--- src/rtl/image_pkg.sv ---
// Shared types and widths for the image-buffer loader and its pixel packer.
package image_pkg;

    localparam int ADDR_W    = 12;
    localparam int DATA_W    = 32;
    localparam int PIX_W     = 8;
    localparam int IMG_IDX_W = 9;

    typedef enum logic [1:0] {
        IDLE,
        FILL,
        FLUSH,
        FULL
    } loader_state_t;

endpackage

--- src/rtl/pixel_packer.sv ---
// Packs accepted bytes little-endian into 32-bit words; word_ready flags the 4th byte.
module pixel_packer
    import image_pkg::*;
(
    input  logic              clk,
    input  logic              reset_n,
    input  logic              clear,
    input  logic              accept,
    input  logic [PIX_W-1:0]  pix_data,
    output logic [DATA_W-1:0] word_data,
    output logic              word_ready
);

    logic [1:0]              byte_cnt_q, byte_cnt_d;
    logic [DATA_W-PIX_W-1:0] pack_q, pack_d;

    always_comb begin
        byte_cnt_d = byte_cnt_q;
        pack_d     = pack_q;
        if (clear) begin
            byte_cnt_d = '0;
        end else if (accept) begin
            byte_cnt_d = byte_cnt_q + 2'd1;
            case (byte_cnt_q)
                2'd0:    pack_d[7:0]   = pix_data;
                2'd1:    pack_d[15:8]  = pix_data;
                2'd2:    pack_d[23:16] = pix_data;
                default: pack_d        = pack_q;
            endcase
        end
    end

    // The 4th byte is merged combinationally so the word is complete in the accept cycle.
    assign word_ready = accept && !clear && (byte_cnt_q == 2'd3);
    assign word_data  = {pix_data, pack_q};

    always_ff @(posedge clk or negedge reset_n) begin
        if (!reset_n) begin
            byte_cnt_q <= '0;
        end else begin
            byte_cnt_q <= byte_cnt_d;
        end
    end

    always_ff @(posedge clk) begin
        pack_q <= pack_d;
    end

endmodule

--- src/rtl/image_buffer_loader.sv ---
// Streams pixels into the SRAM image buffer one image at a time, handing each to the hash stage.
module image_buffer_loader
    import image_pkg::*;
#(
    parameter int BUF_BASE        = 0,
    parameter int WORDS_PER_IMAGE = 1024
) (
    input  logic                 clk,
    input  logic                 reset_n,
    input  logic                 start,
    input  logic [IMG_IDX_W-1:0] num_images,
    input  logic                 pix_valid,
    input  logic [PIX_W-1:0]     pix_data,
    output logic                 pix_ready,
    input  logic                 hash_calc_done,
    output logic [ADDR_W-1:0]    buffer_A1,
    output logic [DATA_W-1:0]    buffer_I1,
    output logic                 buffer_WEB1,
    output logic                 image_buffer_valid,
    output logic [IMG_IDX_W-1:0] image_index,
    output logic                 load_done
);

    localparam logic [ADDR_W-1:0] BASE_ADDR = ADDR_W'(BUF_BASE);
    localparam logic [ADDR_W-1:0] LAST_WORD = ADDR_W'(WORDS_PER_IMAGE - 1);

    loader_state_t        state_q, state_d;
    logic [ADDR_W-1:0]    word_idx_q, word_idx_d;
    logic [IMG_IDX_W-1:0] img_idx_q, img_idx_d;
    logic [IMG_IDX_W-1:0] num_img_q, num_img_d;
    logic [ADDR_W-1:0]    addr_q, addr_d;
    logic [DATA_W-1:0]    wdata_q, wdata_d;
    logic                 web_q, web_d;
    logic                 valid_q, valid_d;
    logic                 done_q, done_d;
    logic                 clear;
    logic                 accept;
    logic [DATA_W-1:0]    word_data;
    logic                 word_ready;

    assign pix_ready = (state_q == FILL);
    assign accept    = pix_valid && pix_ready;

    pixel_packer u_packer (
        .clk        (clk),
        .reset_n    (reset_n),
        .clear      (clear),
        .accept     (accept),
        .pix_data   (pix_data),
        .word_data  (word_data),
        .word_ready (word_ready)
    );

    always_comb begin
        state_d    = state_q;
        word_idx_d = word_idx_q;
        img_idx_d  = img_idx_q;
        num_img_d  = num_img_q;
        addr_d     = addr_q;
        wdata_d    = wdata_q;
        web_d      = 1'b1;
        valid_d    = valid_q;
        done_d     = 1'b0;
        clear      = 1'b0;
        case (state_q)
            IDLE: begin
                img_idx_d = '0;
                if (start && (num_images != '0)) begin
                    num_img_d  = num_images;
                    word_idx_d = '0;
                    clear      = 1'b1;
                    state_d    = FILL;
                end
            end
            FILL: begin
                if (word_ready) begin
                    web_d      = 1'b0;
                    addr_d     = BASE_ADDR + word_idx_q;
                    wdata_d    = word_data;
                    word_idx_d = word_idx_q + 1'b1;
                    if (word_idx_q == LAST_WORD) begin
                        state_d = FLUSH;
                    end
                end
            end
            FLUSH: begin
                valid_d = 1'b1;
                state_d = FULL;
            end
            FULL: begin
                if (hash_calc_done) begin
                    valid_d    = 1'b0;
                    word_idx_d = '0;
                    clear      = 1'b1;
                    // 9-bit wrap on num_img_q-1 is harmless: num_img_q is never zero here.
                    if (img_idx_q < (num_img_q - 1'b1)) begin
                        img_idx_d = img_idx_q + 1'b1;
                        state_d   = FILL;
                    end else begin
                        img_idx_d = '0;
                        done_d    = 1'b1;
                        state_d   = IDLE;
                    end
                end
            end
            default: state_d = IDLE;
        endcase
    end

    always_ff @(posedge clk or negedge reset_n) begin
        if (!reset_n) begin
            state_q    <= IDLE;
            word_idx_q <= '0;
            img_idx_q  <= '0;
            num_img_q  <= '0;
            addr_q     <= '0;
            wdata_q    <= '0;
            web_q      <= 1'b1;
            valid_q    <= 1'b0;
            done_q     <= 1'b0;
        end else begin
            state_q    <= state_d;
            word_idx_q <= word_idx_d;
            img_idx_q  <= img_idx_d;
            num_img_q  <= num_img_d;
            addr_q     <= addr_d;
            wdata_q    <= wdata_d;
            web_q      <= web_d;
            valid_q    <= valid_d;
            done_q     <= done_d;
        end
    end

    assign buffer_A1          = addr_q;
    assign buffer_I1          = wdata_q;
    assign buffer_WEB1        = web_q;
    assign image_buffer_valid = valid_q;
    assign image_index        = img_idx_q;
    assign load_done          = done_q;

endmodule

--- config.mk ---
export PLATFORM = sky130hd
export DESIGN_NAME = image_buffer_loader
export DESIGN_NICKNAME = d
export VERILOG_FILES = /design/src/rtl/image_pkg.sv /design/src/rtl/pixel_packer.sv /design/src/rtl/image_buffer_loader.sv
export SDC_FILE = /design/constraint.sdc
export NUM_CORES = 1
export LEC_CHECK = 0
export ABC_AREA = 1
export BUFFER_PORTS_ARGS = -buffer_cell sky130_fd_sc_hd__buf_4
export CELL_PAD_IN_SITES_DETAIL_PLACEMENT = 0
export CELL_PAD_IN_SITES_GLOBAL_PLACEMENT = 1
export CORE_MARGIN = 8
export CORE_UTILIZATION = 43
export DETAILED_ROUTE_END_ITERATION = 8
export GPL_TIMING_DRIVEN = 0
export PLACE_DENSITY_LB_ADDON = 0.1
export SYNTH_ARGS = -nofsm -noshare
export SYNTH_HDL_FRONTEND = slang
export SYNTH_SLANG_ARGS = --single-unit
--- constraint.sdc ---
create_clock -name clk -period 3 [get_ports clk]
set_clock_uncertainty 0.1 [all_clocks]
set_input_delay 0.6 -clock clk [delete_from_list [all_inputs] [get_ports clk]]
set_output_delay 0.6 -clock clk [all_outputs]
set_load 0.02 [all_outputs]
After elaboration in Yosys (flattened, before gate mapping)
Index checks and enable logic that the tools add are counted.
- word-level logic and storage cells: 76
- bits of input ports: 22
- output and inout bits: 57
- register bits after elaboration: 105
- reductions and logical operators: 21
- mux-type cells: 25
- bitwise logic cells: 1
- equality and inequality tests: 11
- add/sub/neg operators: 4
- magnitude comparators: 1
- operators with widths (cell ; count):
    2-to-1 mux 12 bit ; 3
    case mux 12 bit (3 select lines) ; 1
    2-to-1 mux 9 bit ; 2
    case mux 9 bit (2 select lines) ; 1
    adder 12 x 1 -> 12 bit, second input constant ; 1
    == test 12 x 10 -> 1 bit, second input constant ; 1
    2-to-1 mux 2 bit ; 6
    adder 9 x 1 -> 9 bit, second input constant ; 1
    < comparator 9 bit ; 1
    2-to-1 mux 1 bit ; 9
    AND reduction 3 bit ; 3
    nonzero test 9 bit ; 1
    subtractor 9 x 1 -> 9 bit, second input constant ; 1
    == test 2 bit, second input constant ; 4
    case mux 2 bit (4 select lines) ; 1
    AND reduction 2 bit ; 4
    AND reduction 4 bit ; 2
    nonzero test 2 bit ; 3
    == test 2 x 1 -> 1 bit, second input constant ; 2
    logical AND 1 bit ; 4
    logical NOT 2 bit ; 2
    inequality test 2 x 1 -> 1 bit, second input constant ; 2
    inequality test 2 bit, second input constant ; 2
    case mux 1 bit (2 select lines) ; 2
    4 further kinds ; 4

Longest topological paths before layout
Gate-level depths: netlist of the first run.
- depth after elaboration: 9
- depth in mapped cells: 16
- mapped depth without buffers: 16

By module
A second synthesis of the first run with hierarchy kept.
- cell total of the unflattened synthesis: 446
- area, all modules: 4782.1 sq um
- by module, submodules not included (module ; times used ; cells an instance ; seq. area each (sq um) ; area an instance (sq um)):
    image_buffer_loader ; 1 ; 389 ; 1978.1 ; 3824.9
    pixel_packer ; 1 ; 57 ; 770.7 ; 957.2

Worst setup path after synthesis of the first run
Ideal clock, no wire load.
- kind: flip-flop to flip-flop
- start point: register num_img_q[2]
- end point: register img_idx_q[6] (netlist: image_index[6])
- library setup time: 88 ps
- data required time: 2812 ps
- arrival: 2215 ps
- period minus slack after synthesis: 2404 ps
- path buffers: 0
- cell stages (with the launch flop): 14
- slack: 596 ps
- cell sequence: dfrtp_1 > nor2_1 > nand2_1 > or3_1 > nor3_1 > xor2_1 > ha_1 > nand2_1 > a21oi_1 > nor2_1 > nand3_1 > o21ai_0 > inv_1 > nor3b_1
- word-level cells in the longest chain between the ends: 5
- ends and longest elaborated chain (element ; line ; source):
    from (decl) ; image_buffer_loader.sv:30 ; logic [IMG_IDX_W-1:0] num_img_q, num_img_d;
    from (signal assigned) ; image_buffer_loader.sv:125 ; num_img_q <= num_img_d;
    subtractor 9 x 1 -> 9 bit ; image_buffer_loader.sv:96 ; if (img_idx_q < (num_img_q - 1'b1)) begin
    < comparator 9 bit ; image_buffer_loader.sv:96 ;
    2-to-1 mux 9 bit ; image_buffer_loader.sv:96 ;
    2-to-1 mux 9 bit ; image_buffer_loader.sv:91 ; if (hash_calc_done) begin
    case mux 9 bit (2 select lines) ; image_buffer_loader.sv:65 ; case (state_q)
    to (signal assigned) ; image_buffer_loader.sv:124 ; img_idx_q <= img_idx_d;
    to (decl) ; image_buffer_loader.sv:29 ; logic [IMG_IDX_W-1:0] img_idx_q, img_idx_d;
No other way between the ends. The select of a mux whose other input is x is not followed.
A chain may end at the register's enable or synchronous reset.

Final worst setup path of the first run
Ends and elaborated chain as after synthesis.

==> key figures, run 1 <==
Run status
  • Outcome: finished, final reports clean

Logic synthesis
  • Post-synthesis compound-gate area fraction: 4.43%
  • Simple-gate area share of the yosys netlist: 25.7%
  • Mux contribution to synthesized area: 0%
  • Synthesized netlist cell count: 519
  • Flops & latches, synth: 105
  • Synth Area in Adders: 4.98%
  • Netlist cell types: 36
  • Synth Area in XOR/XNOR: 2.02%
  • Seq/Total Area, Yosys: 57.5%
  • Largest family of logic cells by synthesized area: simple AND/OR/NAND/NOR gates
  • YS warnings: 0
  • Syn nets: 560
  • Mapped Area: 0.00478 sq mm
  • Synthesized area per cell: 9.21 sq um

Pwr
  • PnR Total Power: 4.86 mW
  • PwrDens: 843 mW/mm^2
  • Maximum VDD drop: 0.384 mV
  • Pleak: 2.99 nW

Worst setup path
  • Crit-path cells: nor2_1, nand2_1, or3_1, nor3_1, xor2_1, ha_1, nand2_1, a21oi_1, nor2_1, nand3_2, o21ai_2, inv_1, nor3b_1
  • R2R cell count: 13
  • CP startpoint: num_img_q[2]$_DFFE_PN0P_
  • WP depth: 13
  • Critical Path Source Type: flip-flop
  • Critical R2R Capture: image_index[6]$_DFFE_PN0P_
  • Critical path required time: 3.19 ns
  • CP arrival: 2.87 ns
  • Crit-path max cell delay: 0.43 ns
  • Critical path's top delay family: simple AND/OR/NAND/NOR gates
  • Crit path max fanout: 6
  • Worst setup EP type: flip-flop
  • Slowest CP cell: dfrtp_1
  • Reg2Reg Setup Slack: 0.31 ns
  • Critical R2R Launch: num_img_q[2]$_DFFE_PN0P_
  • Buf/Inv on CP: 1
  • Critical path class: flip-flop to flip-flop
  • Worst setup path endpoint: image_index[6]$_DFFE_PN0P_

Clock tree
  • TritonCTS Sinks: 105
  • Max H-tree Level: 3
  • Clock-pin transition on the worst setup and hold timing paths: 0.10 ns
  • Root buffer cell: clkbuf_8
  • CTS tree: built
  • Max clock buf depth: 2
  • # Post-CTS Setup Buffers: 0
  • TritonCTS buffer count: 9
  • Clock Latency Late Sink: 0.37 ns

Route
  • Wirelength per Cell: 14.3 um
  • Routed Wire Length: 10,800 um
  • Initial DRC Count: 222
  • Vias post-DR: 3,591
  • First-pass detailed-route iteration total: 4
  • Remaining antenna violation count after routing: 0
  • Drc violations: 0
  • Post-DR vias/cell: 4.77

GRT
  • Residual overflow from global routing: 0
  • Met3 usage in global routing: 3.30%
  • Met2 GRT Util: 26.1%
  • All-layer global routing usage: 15.5%
  • Met1 Usage GRT: 19.7%
  • Initial antenna violation count: 0
  • Global route hottest layer: met2
  • Vias in the first global route: 3,747
  • Largest net degree at the start of global routing: 82
  • First-pass GRT wire length: 18,300 um

Placed design
  • I/O Buffers: 78
  • Final estimated routing congestion in global placement: 0.850
  • DP Area: 0.00554 sq mm
  • Post-DP HPWL: 7780 um

Finish
  • Layout cells sized above 1: 20.6%
  • Register area: 0.00275 sq mm
  • Layout area overhead: 20.6%
  • Fillers: 1,027
  • Commonest non-fill, non-tap cell in the layout: nand2_1
  • Multi-input combinational cell area: 0.00178 sq mm
  • Cell area after layout: 0.00576 sq mm
  • Fin nets: 649
  • Most frequent cells in the layout: nand2_1 (206), dfrtp_1 (80), buf_4 (79), inv_1 (41), nor2_1 (26)
  • Antenna fix cells: 0

STA
  • Fin. Hold Viols: 0
  • Final min period: 2.69 ns
  • Max-slew violation count: 0
  • Setup TNS: 0 ns
  • Final period util: 89.5%
  • Fmax: 372 MHz
  • Setup repair after global routing missed its margin: false
  • Rel. slew slack: 30.6%
  • Setup violators final: 0
  • Slew @ Worst Pin: 1.04 ns

Die
  • Cell row count: 38
  • Starting Density: 44.1%
  • Core Footprint: 0.0108 sq mm
  • Total die area: 0.0147 sq mm
  • Die width: 121 um
  • IO Count: 79
  • Chip height: 121 um

Hold path
  • Hold WC Path Type: primary input to async pin

Job
  • Max_cap viols: 0
-- worst register-to-register path: stages, from the launching register on --
cell and delay (ns):
dfrtp_1 0.43, nor2_1 0.11, nand2_1 0.08, or3_1 0.34, nor3_1 0.19, xor2_1 0.19, ha_1 0.25, nand2_1 0.09
a21oi_1 0.04, nor2_1 0.12, nand3_2 0.15, o21ai_2 0.20, inv_1 0.14, nor3b_1 0.19
-- Yosys cell counts, drive strengths merged --
cell	instances	share of area, %
nand2	210	17
dfrtp	80	42
inv	43	3.4
nor2	29	2.4
edfxtp	24	15
o21ai	21	2.4
ha	19	5.0
a21oi	15	1.6
nand3	15	2.2
nand4	15	2.0
buf	13	1.8
nor3	11	1.3
xor2	7	1.3
xnor2	4	0.73
clkbuf	2	0.16
or2	2	0.26
a21o	1	0.16
a31oi	1	0.26
and2	1	0.13
and3	1	0.13
clkinv	1	0.078
dfstp	1	0.55
nor3b	1	0.16
nor4	1	0.13
or3	1	0.13
-- how the worst min path moves through the flow --
stage	startpoint	to	cells past startpoint
after floorplan	reset_n	buffer_A1[0]$_DFFE_PN0P_	0
after global placement	u_packer.pack_q[19]$_DFFE_PP_	buffer_I1[19]$_DFFE_PN0P_	2
after detailed placement	u_packer.pack_q[12]$_DFFE_PP_	buffer_I1[12]$_DFFE_PN0P_	2
after CTS	num_images[6]	num_img_q[6]$_DFFE_PN0P_	3
after global routing	pix_data[4]	u_packer.pack_q[20]$_DFFE_PP_	1
final	reset_n	image_index[7]$_DFFE_PN0P_	1
-- sequential cells by signal (all words and copies together) (netlist names) --
signal,flops
load_done,1
image_buffer_valid,1
image_index,9
state_q,2
num_img_q,9
u_packer.byte_cnt_q,2
buffer_I1,32
u_packer.pack_q,24
word_idx_q,12
buffer_A1,12
buffer_WEB1,1
-- what timing repair did --
| item | CTS | global route |
|---|---|---|
| hold buffers | 0 | 0 |
| endpoints found under the hold margin | 0 | 0 |
| resized for setup | 0 | 4 |
| endpoints found under the setup margin | 0 | 7 |
-- logic make-up (layout without fill, tap and decap cells) --
| family | Yosys count | in the layout |
|---|---|---|
| simple gates | 287 | 287 |
| compound gates | 38 | 38 |
| xor+xnor | 11 | 11 |
| fa+ha+maj | 19 | 19 |
| flops | 105 | 105 |
| buf+inv | 59 | 153 |
-- report_power, final --
group / total (mW) / switching, mW / internal, mW
clock: 0.912 / 0.508 / 0.403
combinational: 1.91 / 1.19 / 0.723
sequential: 2.03 / 0.231 / 1.80
total: 4.86 / 1.93 / 2.93
-- per-layer routing --
layer / vias to the layer above / share of wire (%)
li1: 1831 / -
met1: 1691 / 45
met2: 59 / 49
met3: 10 / 4.5
met4: 0 / 1.1
met5: - / 0
-- area by class of cell --
type                       count  area share, %
inverter                      44           2.87
clock inverter                 7           1.54
buffer                        15           1.61
sequential                   105           47.7
tap                          140           3.04
multi-input combinational    355           30.9
timing repair buffer          78           10.2
clock buffer                   9           2.15
-- stage by stage --
step	setup WS, ns	hold WS (ns)	util (%)	cells
3_3_place_gp	0.0523	0.324	51.1	737
4_1_cts	0.0260	0.307	53.1	753
6_report	0.314	0.315	53.2	753
3_5_place_dp	0.0501	0.326	51.1	737
2_1_floorplan	0.596	0.204	-	519
5_1_grt	0.0134	0.300	53.2	753
No activity file was read; power rests on OpenSTA's default activity.
==> inputs of run 2 (changes only) <==
- CORE_ASPECT_RATIO: not set -> 0.6
==> run 2 against run 1 <==
  * Largest power group unchanged
  * Non-clock buffer count unchanged
  * Combinational power barely moved
  * Design area up 1.2%
  * First-iteration DRC count down 3.6%
  * Worst hold slack gained 0.025 ns
==> key figures, run 2 (synthesis results as in run 1) <==
Clock tree
  • CTS tree: built (unchanged)
  • # Post-CTS Setup Buffers: 0 (unchanged)
  • Hold Buf Count CTS: 0 (unchanged)
  • Max clock buf depth: 2 (unchanged)
  • Root buffer cell: clkbuf_16 (was clkbuf_8)
  • Max H-tree Level: 3 (unchanged)
  • TritonCTS buffer count: 9 (unchanged)
  • Clock-pin transition on the worst setup and hold timing paths: 0.07 ns (was 0.10 ns)
  • TritonCTS Sinks: 105 (unchanged)
  • Clock Latency Late Sink: 0.34 ns (was 0.37 ns)

Finish
  • Max reg flops: 32 (unchanged)
  • Layout area overhead: 22.1% (was 20.6%)
  • Commonest non-fill, non-tap cell in the layout: nand2_1 (unchanged)
  • Layout cells sized above 1: 20.2% (was 20.6%)
  • Antenna fix cells: 0 (unchanged)
  • Most frequent cells in the layout: nand2_1 (206), dfrtp_1 (80), buf_4 (79), inv_1 (41), nor2_1 (27) (was nand2_1 (206), dfrtp_1 (80), buf_4 (79), inv_1 (41), nor2_1 (26))
  • Cell area after layout: 0.00583 sq mm (was 0.00576 sq mm)
  • Fin nets: 649 (unchanged)

Placed design
  • Post-DP HPWL: 8320 um (was 7780 um)
  • I/O Buffers: 78 (unchanged)
  • DP Area: 0.00554 sq mm (about the same)
  • Final estimated routing congestion in global placement: 0.823 (was 0.850)

STA
  • Max-slew violation count: 0 (unchanged)
  • Setup violators final: 0 (unchanged)
  • Final period util: 91.7% (was 89.5%)
  • Fin. Hold Viols: 0 (unchanged)
  • Setup repair after global routing missed its margin: false (unchanged)
  • Rel. slew slack: 28.4% (was 30.6%)
  • Setup TNS: 0 ns (unchanged)
  • Fmax: 363 MHz (was 372 MHz)
  • Final min period: 2.75 ns (was 2.69 ns)
  • Slew @ Worst Pin: 1.07 ns (was 1.04 ns)

Worst setup path
  • Slowest CP cell: dfrtp_1 (unchanged)
  • CP arrival: 2.93 ns (was 2.87 ns)
  • CP most frequent cell: nand2_1
  • Worst setup EP type: flip-flop (unchanged)
  • Reg2Reg Setup Slack: 0.25 ns (was 0.31 ns)
  • Critical path class: flip-flop to flip-flop (unchanged)
  • Critical path's top delay family: simple AND/OR/NAND/NOR gates (unchanged)
  • Worst setup path endpoint: state_q[0]$_DFFE_PN0P_ (was image_index[6]$_DFFE_PN0P_)
  • Crit-path max cell delay: 0.43 ns (about the same)
  • Critical R2R Launch: num_img_q[2]$_DFFE_PN0P_ (unchanged)
  • CP startpoint: num_img_q[2]$_DFFE_PN0P_ (unchanged)
  • Critical R2R Capture: state_q[0]$_DFFE_PN0P_ (was image_index[6]$_DFFE_PN0P_)
  • Crit-path cells: nor2_1, nand2_1, or3_1, nor3_2, xor2_1, ha_1, nand2_1, a21oi_1, nor2_1, nand3_1, nor2_1, nand2_1, nand2_1, nand4_1, nand2_1 (was nor2_1, nand2_1, or3_1, nor3_1, xor2_1, ha_1, nand2_1, a21oi_1, nor2_1, nand3_2, o21ai_2, inv_1, nor3b_1)
  • Buf/Inv on CP: 0 (was 1)
  • Critical Path Source Type: flip-flop (unchanged)
  • Critical path required time: 3.18 ns (was 3.19 ns)
  • WP depth: 15 (was 13)
  • R2R cell count: 15 (was 13)
  • Crit path max fanout: 4 (was 6)

Die
  • Cell row count: 29 (was 38)
  • Total die area: 0.0149 sq mm (was 0.0147 sq mm)
  • Core Footprint: 0.0107 sq mm (was 0.0108 sq mm)
  • Chip height: 97.7 um (was 121 um)
  • Die width: 152 um (was 121 um)
  • IO Count: 79 (unchanged)
  • Starting Density: 44.6% (was 44.1%)

Route
  • Remaining antenna violation count after routing: 0 (unchanged)
  • Post-DR vias/cell: 4.84 (was 4.77)
  • Vias post-DR: 3,636 (was 3,591)
  • Initial DRC Count: 214 (was 222)
  • Wirelength per Cell: 15.0 um (was 14.3 um)
  • Routed Wire Length: 11,300 um (was 10,800 um)
  • Drc violations: 0 (unchanged)
  • First-pass detailed-route iteration total: 4 (unchanged)

Pwr
  • Maximum VDD drop: 0.414 mV (was 0.384 mV)
  • Pleak: 3.01 nW (was 2.99 nW)
  • PwrDens: 869 mW/mm^2 (was 843 mW/mm^2)

GRT
  • Largest net degree at the start of global routing: 82 (unchanged)
  • First-pass GRT wire length: 18,700 um (was 18,300 um)
  • All-layer global routing usage: 15.7% (was 15.5%)
  • Initial antenna violation count: 0 (unchanged)
  • Residual overflow from global routing: 0 (unchanged)
  • Vias in the first global route: 3,619 (was 3,747)

Run status
  • Outcome: finished, final reports clean (unchanged)

Job
  • Max_cap viols: 0 (unchanged)

Hold path
  • Hold WC Path Type: primary input to async pin (unchanged)
run 2: cell count changes in the layout (fill, tap and decap cells not counted), sizes merged:
cell	previous run	this run
bufinv	1	0
clkbuf	11	12
clkinv	5	3
clkinvlp	0	3
inv	45	44
run 2: worst min path at each step:
stage | start | to | slack (ns) | cells past startpoint
final | reset_n | image_index[4]$_DFFE_PN0P_ | 0.34 | 1
after global routing | pix_data[3] | u_packer.pack_q[11]$_DFFE_PP_ | 0.36 | 1
after CTS | u_packer.pack_q[5]$_DFFE_PP_ | buffer_I1[5]$_DFFE_PN0P_ | 0.34 | 2
after detailed placement | u_packer.pack_q[5]$_DFFE_PP_ | buffer_I1[5]$_DFFE_PN0P_ | 0.33 | 2
after global placement | u_packer.pack_q[5]$_DFFE_PP_ | buffer_I1[5]$_DFFE_PN0P_ | 0.32 | 2
after floorplan | reset_n | buffer_A1[0]$_DFFE_PN0P_ | 0.20 | 0
run 2: area by class of cell:
| class | instances | area [sq um] |
|---|---|---|
| flip-flops and latches | 105 | 2750 |
| inverters | 44 | 165 |
| well taps | 139 | 174 |
| multi-input cells | 355 | 1780 |
| clock inverters | 6 | 51.3 |
| plain buffers | 15 | 92.6 |
| fillers | 1010 | 4870 |
| clock buffers | 10 | 239 |
| repair buffers | 78 | 586 |
run 2: layer usage:
metal	vias to the layer above	routed length, um	track usage, %
li1	1837	-	-
met1	1722	6100	22.9
met2	67	4690	22.2
met3	10	462	4.40
met4	0	68	3.97
met5	-	0	0
run 2: metrics by stage:
stage	hold WS [ns]	utilization, %	power, mW	setup slack, ns	instances
3_5_place_dp	0.327	51.7	3.99	0.205	736
3_3_place_gp	0.324	51.7	3.94	0.270	736
4_1_cts	0.345	54.4	5.13	0.186	752
6_report	0.340	54.5	5.07	0.248	752
5_1_grt	0.358	54.5	5.43	0.000268	752
2_1_floorplan	0.204	-	3.26	0.596	519
run 2: repair_timing:
item / CTS / global route
resized for setup: 0 / 2
hold endpoints to repair: 0 / 0
endpoints found under the setup margin: 0 / 7
run 2: report_power, final:
group / total (mW) / switching, mW / internal [mW]
logic: 1.91 / 1.19 / 0.718
clock network: 1.12 / 0.531 / 0.594
registers: 2.04 / 0.233 / 1.80
total: 5.07 / 1.96 / 3.12
